`config.mk`:
```
export PLATFORM = sky130hd
export DESIGN_NAME = uart_receive
export DESIGN_NICKNAME = d
export VERILOG_FILES = /design/src/rtl/uart_receive.sv
export SDC_FILE = /design/constraint.sdc
export NUM_CORES = 1
export LEC_CHECK = 0
export ABC_AREA = 1
export ABC_CLOCK_PERIOD_IN_PS = 2500
export CAP_MARGIN = 0
export CORE_MARGIN = 3
export CORE_UTILIZATION = 50
export DETAILED_ROUTE_END_ITERATION = 7
export PLACE_DENSITY = 0.67
export SLEW_MARGIN = 10
export SYNTH_ARGS = -nofsm -noshare
export SYNTH_HDL_FRONTEND = slang
export SYNTH_SLANG_ARGS = --single-unit
```
`constraint.sdc`:
```
create_clock -name clk -period 2.5 [get_ports clk]
set_input_delay 0.5 -clock clk [delete_from_list [all_inputs] [get_ports clk]]
set_output_delay 0.5 -clock clk [all_outputs]
set_load 0.02 [all_outputs]
```
`src/rtl/uart_receive.sv`:
```
// 8N1 UART receiver: synchronises rx, times bits from a mid-start-bit anchor and
// presents each good byte on Pixel with a one-cycle recvFlag (frameErr on a bad stop bit).
module uart_receive #(
  parameter int CLK_FREQ = 100000000,
  parameter int BAUD     = 9600
) (
  input  logic       clk,
  input  logic       rst,
  input  logic       rx,
  output logic [7:0] Pixel,
  output logic       recvFlag,
  output logic       frameErr,
  output logic       busy
);

  localparam int CPB   = CLK_FREQ / BAUD;
  localparam int HALF  = CPB / 2;
  localparam int CNT_W = (CPB > 1) ? $clog2(CPB) : 1;

  localparam logic [CNT_W-1:0] CNT_HALF_LAST = CNT_W'(HALF - 1);
  localparam logic [CNT_W-1:0] CNT_BIT_LAST  = CNT_W'(CPB - 1);

  typedef enum logic [1:0] {
    IDLE  = 2'd0,
    START = 2'd1,
    DATA  = 2'd2,
    STOP  = 2'd3
  } state_e;

  state_e           state_q, state_d;
  logic [CNT_W-1:0] cnt_q, cnt_d;
  logic [2:0]       bit_q, bit_d;
  logic [7:0]       shift_q, shift_d;
  logic [7:0]       pixel_q, pixel_d;
  logic             flag_q, flag_d;
  logic             err_q, err_d;
  logic [1:0]       sync_q;
  logic             rxs;

  // NOTE: the synchroniser resets to 1 (line idle) so leaving reset never looks like a start bit.
  always_ff @(posedge clk or negedge rst) begin
    if (!rst) begin
      sync_q <= 2'b11;
    end else begin
      sync_q <= {sync_q[0], rx};
    end
  end

  assign rxs = sync_q[1];

  // NOTE: sequential state uses non-blocking assignments so every register samples pre-edge values.
  always_ff @(posedge clk or negedge rst) begin
    if (!rst) begin
      state_q <= IDLE;
      cnt_q   <= '0;
      bit_q   <= '0;
      shift_q <= '0;
      pixel_q <= '0;
      flag_q  <= 1'b0;
      err_q   <= 1'b0;
    end else begin
      state_q <= state_d;
      cnt_q   <= cnt_d;
      bit_q   <= bit_d;
      shift_q <= shift_d;
      pixel_q <= pixel_d;
      flag_q  <= flag_d;
      err_q   <= err_d;
    end
  end

  // NOTE: every signal gets a default first so no path through the case infers a latch.
  always_comb begin
    state_d = state_q;
    cnt_d   = cnt_q;
    bit_d   = bit_q;
    shift_d = shift_q;
    pixel_d = pixel_q;
    flag_d  = 1'b0;
    err_d   = 1'b0;

    unique case (state_q)
      IDLE: begin
        if (!rxs) begin
          state_d = START;
          cnt_d   = '0;
        end
      end

      START: begin
        if (cnt_q == CNT_HALF_LAST) begin
          cnt_d = '0;
          bit_d = '0;
          // A start bit that is already gone at mid-bit was a glitch.
          state_d = rxs ? IDLE : DATA;
        end else begin
          cnt_d = cnt_q + CNT_W'(1);
        end
      end

      DATA: begin
        if (cnt_q == CNT_BIT_LAST) begin
          cnt_d   = '0;
          shift_d = {rxs, shift_q[7:1]};
          if (bit_q == 3'd7) begin
            state_d = STOP;
          end else begin
            bit_d = bit_q + 3'd1;
          end
        end else begin
          cnt_d = cnt_q + CNT_W'(1);
        end
      end

      STOP: begin
        if (cnt_q == CNT_BIT_LAST) begin
          // Leave mid stop bit so a directly following start edge is not missed.
          cnt_d   = '0;
          state_d = IDLE;
          if (rxs) begin
            pixel_d = shift_q;
            flag_d  = 1'b1;
          end else begin
            err_d = 1'b1;
          end
        end else begin
          cnt_d = cnt_q + CNT_W'(1);
        end
      end

      default: begin
        state_d = IDLE;
        cnt_d   = '0;
      end
    endcase
  end

  assign Pixel    = pixel_q;
  assign recvFlag = flag_q;
  assign frameErr = err_q;
  assign busy     = (state_q != IDLE);

endmodule
```
* Word level (Yosys, flattened, before mapping) *
Index checks and enable logic that the tools add are counted.

cells by class
  add/subtract/negate cells = 2
  equality and inequality tests = 12
  mux-type cells = 21
  reductions and logical operators = 8

operators with widths
  cell                   number
  $mux 14                3
  $pmux 14 s3            1
  $add 14x1->14 const B  1
  $eq 14x13->1 const B   1
  $eq 14x14->1 const B   1
  $mux 2                 6
  $ne 2x2->1 const B     6
  $mux 3                 3
  $pmux 2 s4             1
  $mux 1                 6
  $pmux 3 s2             1
  $reduce_and 5->1       1
  $eq 2x2->1 const B     2
  $reduce_and 4->1       1
  $reduce_bool 2->1      2
  $add 3x1->3 const B    1
  $eq 3x3->1 const B     1
  $reduce_and 3->1       1
  $eq 2x1->1 const B     1
  $logic_not 2->1        1
  $reduce_and 2->1       1
  $reduce_or 2->1        1

storage, ports and cells
  bits in registers = 39
  output and inout bits = 11

* Logic depth before layout (Yosys ltp) *
  depth in word-level cells = 4
  depth in mapped cells = 11
  gate-level depth less buffers = 11

* Worst setup path before layout *
Ideal clock, no wire load.

  path kind = register -> register
  from = reg cnt_q[0]
  to = reg cnt_q[4]
  setup time = 127 ps
  arrival = 1,287 ps
  data required time = 2,373 ps
  path slack = 1,086 ps
  cell stages (with the launch flop) = 12
  buffers on the path = 1
  period minus slack after synthesis = 1,414 ps
  path through = dfrtp_1 > ha_1 > nand2_1 > inv_1 > nand2_1 > nor2_1 > nand2_1 > nand2_2 > nand2_2 > buf_6 > nand3_1 > o21ai_0

on the way
  cells in the longest elaborated chain, start to end = 3

RTL lines
  what                                   RTL line      source
  start: declaration                     31            logic [CNT_W-1:0] cnt_q, cnt_d;
  start signal: assignment               63            cnt_q <= cnt_d;
  $add 14x1->14 (tied with other cells)  97, 111, 127
  $mux 14 (on tied branches)             102, 116, 91
  $pmux 14 s3 *                          82            unique case (state_q)

Every way passes the cells marked *; elsewhere a longest branch is shown, timed or not.
A chain may end at the register's enable or synchronous reset.

==> flow_summary.yaml <==
setup_path:
  crit_type: "flop to output pin"
  end_kind: "output pin"
  startpoint_type: "flop"
  crit_fanout: 8
  crit_required_ns: 2.00
  regToRegSetupSlack_ns: 0.76
  reg2reg_to: "cnt_q[0]"
  reg2reg_depth: 10
  r2r-start: "cnt_q[0]"
  worstPathArrival_ns: 1.51
placed_design:
  gp_congestion: 0.839
  post-place-ws_ns: 0.773
  io_buffer_count: 13
  dp_hpwl_mm: 2.59
floorplan:
  coreArea_um2: 3520
  fp.dieH_um: 68.3
  initial_utilization: 0.550
  fp.dieW_um: 68.3
  rows: 21
  ios: 14
  die_area_um2: 4660
finish:
  final_layout_size_suffix_gt1_frac: 0.0989
  final_nets: 268
  seq_area_um2: 978
  diodes: 0
  fillers: 314
  multi_input_area_um2: 831
  syn2layout_area_growth_pct: 13.8
sta:
  setup_violations: 0
  grt_setup_unrepaired: "no"
  fmax_mhz: 497
  tightest_slew_ns: 0.849
  finClkSkew_ns: 0.00674
  fin_tns_setup_ns: 0
  slew_headroom: 0.434
  layout_setup_ws_ns: 0.486
  period_minus_slack_ns: 2.01
  final_hold_viol_count: 0
  finalCritPeriodShare: 0.806
  finalMaxSlewViolations: 0
route:
  firstDrtPassIters: 4
  wirelength_mm: 3.59
  drt_iter0_markers: 115
  num_vias: 1530
  avgViaCountPerCell: 4.95
  antenna_left: 0
  wire_per_inst_um: 11.6
  drcViolationCount: 0
global_routing:
  grt_pass1_wl_mm: 6.28
  grt_max_degree: 40
  overflow: 0
  grt_pass1_vias: 1389
  grt_usage: 0.180
  antenna_found_initial: 0
yosys:
  ys_top_cells_by_area: "dfrtp_1, nand2_1, inv_1, nand3_1, nor2_1"
  synth.distinct_cells: 24
  syn-num-nets: 251
  yosysTopAreaCell: "dfrtp_1"
  ys_seq_area_frac: 0.505
  avgSynthCellArea_um2: 7.91
  postSynthCellCount: 245
  synth_seq_cells: 39
  syn_area_um2: 1940
  ys_warn_count: 0
  synth_top_area_share: 0.478
power:
  pwr_density_cell_nw_per_um2: 527
  irDropWorstVdd_v: 0.000314
  leakagePower_nw: 1.15
clock_network:
  cts-resized-gates: 0
  cts-root-buf: "clkbuf_8"
  cts_hold_buf: 0
  cts_tree: "done"
  clock_path_buffers: 2
  post_cts_buffers: 0
  cts_sinks: 39
  htree_levels: 2
  clk_pin_slew_ns: 0.08
  cts_made_buffers: 5
  clkLatencyLatePin_ns: 0.29
run:
  cap_violations: 0
worst_hold_path:
  hold_class: "input port to async pin"
outcome:
  status: "finished, final reports clean"
-- state kept, by name, summed over array words and instances (netlist names), named ones only --
name      count
Pixel         8
bit_q         3
cnt_q        14
frameErr      1
recvFlag      1
shift_q       8
state_q       1
sync_q        2
-- critical path, cell delays in order, from the launching register on --
cell	delay, ns
dfrtp_1	0.48
nor2_1	0.10
inv_1	0.06
clkdlybuf4s50_1	0.59
-- report_power, final --
part | internal [mW] | switching, mW
registers | 0.633 | 0.00147
logic | 0.00232 | 0.0127
clock network | 0.297 | 0.217
total | 0.933 | 0.231
-- how the worst max path moves through the flow --
stage | from | to | cells past startpoint | slack (ns)
3_5_place_dp | cnt_q[0] | shift_q[6] | 8 | 0.77
2_1_floorplan | cnt_q[0] | cnt_q[4] | 11 | 1.09
3_3_place_gp | flop | busy | 3 | 0.79
4_1_cts | flop | busy | 3 | 0.48
5_1_grt | flop | busy | 3 | 0.41
6_report | flop | busy | 3 | 0.49
-- Yosys cell counts --
| cell | n |
|---|---|
| a21oi_1 | 2 |
| buf_2 | 1 |
| buf_6 | 2 |
| clkinv_1 | 1 |
| dfrtp_1 | 37 |
| dfstp_2 | 2 |
| ha_1 | 3 |
| inv_1 | 23 |
| inv_2 | 3 |
| nand2_1 | 97 |
| nand2_2 | 4 |
| nand3_1 | 15 |
| nand3_2 | 1 |
| nand3b_1 | 2 |
| nand4_1 | 5 |
| nor2_1 | 15 |
| nor2_2 | 4 |
| nor2_4 | 2 |
| nor3_1 | 5 |
| nor3_4 | 1 |
| o21ai_0 | 6 |
| o21ai_1 | 8 |
| o22ai_1 | 2 |
| xor2_1 | 4 |
-- layer usage --
layer  wire, µm  GRT usage  up-vias  part of all wire
li1           -          -      802                 -
met1       1890      0.267      696              0.53
met2       1530      0.259       30              0.43
met3        164     0.0411        2             0.046
met4         12     0.0546        0            0.0033
met5          0          0        -                 0
-- cells in the final DEF (no fill, tap or decap) --
| cell | synthesis | final |
|---|---|---|
| nand3b_1 | 2 | 2 |
| nand2_1 | 97 | 97 |
| clkinv_1 | 1 | 1 |
| xor2_1 | 4 | 4 |
| nor2_1 | 15 | 15 |
| nor3_1 | 5 | 5 |
| nor3_4 | 1 | 1 |
| o21ai_1 | 8 | 8 |
| nand3_2 | 1 | 1 |
| nand4_1 | 5 | 5 |
| dfrtp_1 | 37 | 37 |
| clkbuf_8 | 0 | 5 |
| clkinv_2 | 0 | 1 |
| ha_1 | 3 | 3 |
| o21ai_0 | 6 | 6 |
| inv_2 | 3 | 3 |
| a21oi_1 | 2 | 2 |
| dfstp_2 | 2 | 2 |
| clkdlybuf4s50_1 | 0 | 12 |
| inv_1 | 23 | 23 |
| nor2_2 | 4 | 4 |
| bufinv_16 | 0 | 1 |
| nand3_1 | 15 | 15 |
| clkinv_4 | 0 | 1 |
| nand2_2 | 4 | 4 |
| o22ai_1 | 2 | 2 |
| buf_2 | 1 | 1 |
| nor2_4 | 2 | 2 |
-- area by class of cell --
class,count,share of cell area
Sequential cell,39,0.444
Multi-Input combinational cell,176,0.377
Timing Repair Buffer,13,0.0567
Inverter,27,0.0459
Clock buffer,5,0.0312
Tap cell,46,0.0261
Clock inverter,3,0.0199
-- through the flow --
step | utilization | total power, mW | std cells | area (µm²) | hold slack, ns
finish | 0.627 | 1.16 | 309 | 2210 | 0.317
global route | 0.627 | 1.20 | 309 | 2210 | 0.368
CTS | 0.627 | 1.18 | 309 | 2210 | 0.344
detailed placement | 0.595 | 0.663 | 301 | 2090 | 0.347
global placement | 0.595 | 0.663 | 301 | 2090 | 0.346
floorplan | - | 0.648 | 245 | 1940 | 0.204
-- kinds of logic after synthesis --
| logic type | count (synthesis) | share of synthesized area |
|---|---|---|
| xor gates and xnor gates | 4 | 0.0181 |
| adders and majority gates | 3 | 0.0194 |
| buffers and inverters | 30 | 0.0665 |
| DFF | 39 | 0.505 |
| AOI/OAI and AO/OA | 18 | 0.0478 |
| and+or+nand+nor | 151 | 0.343 |
(Power assumes the default switching activity.)
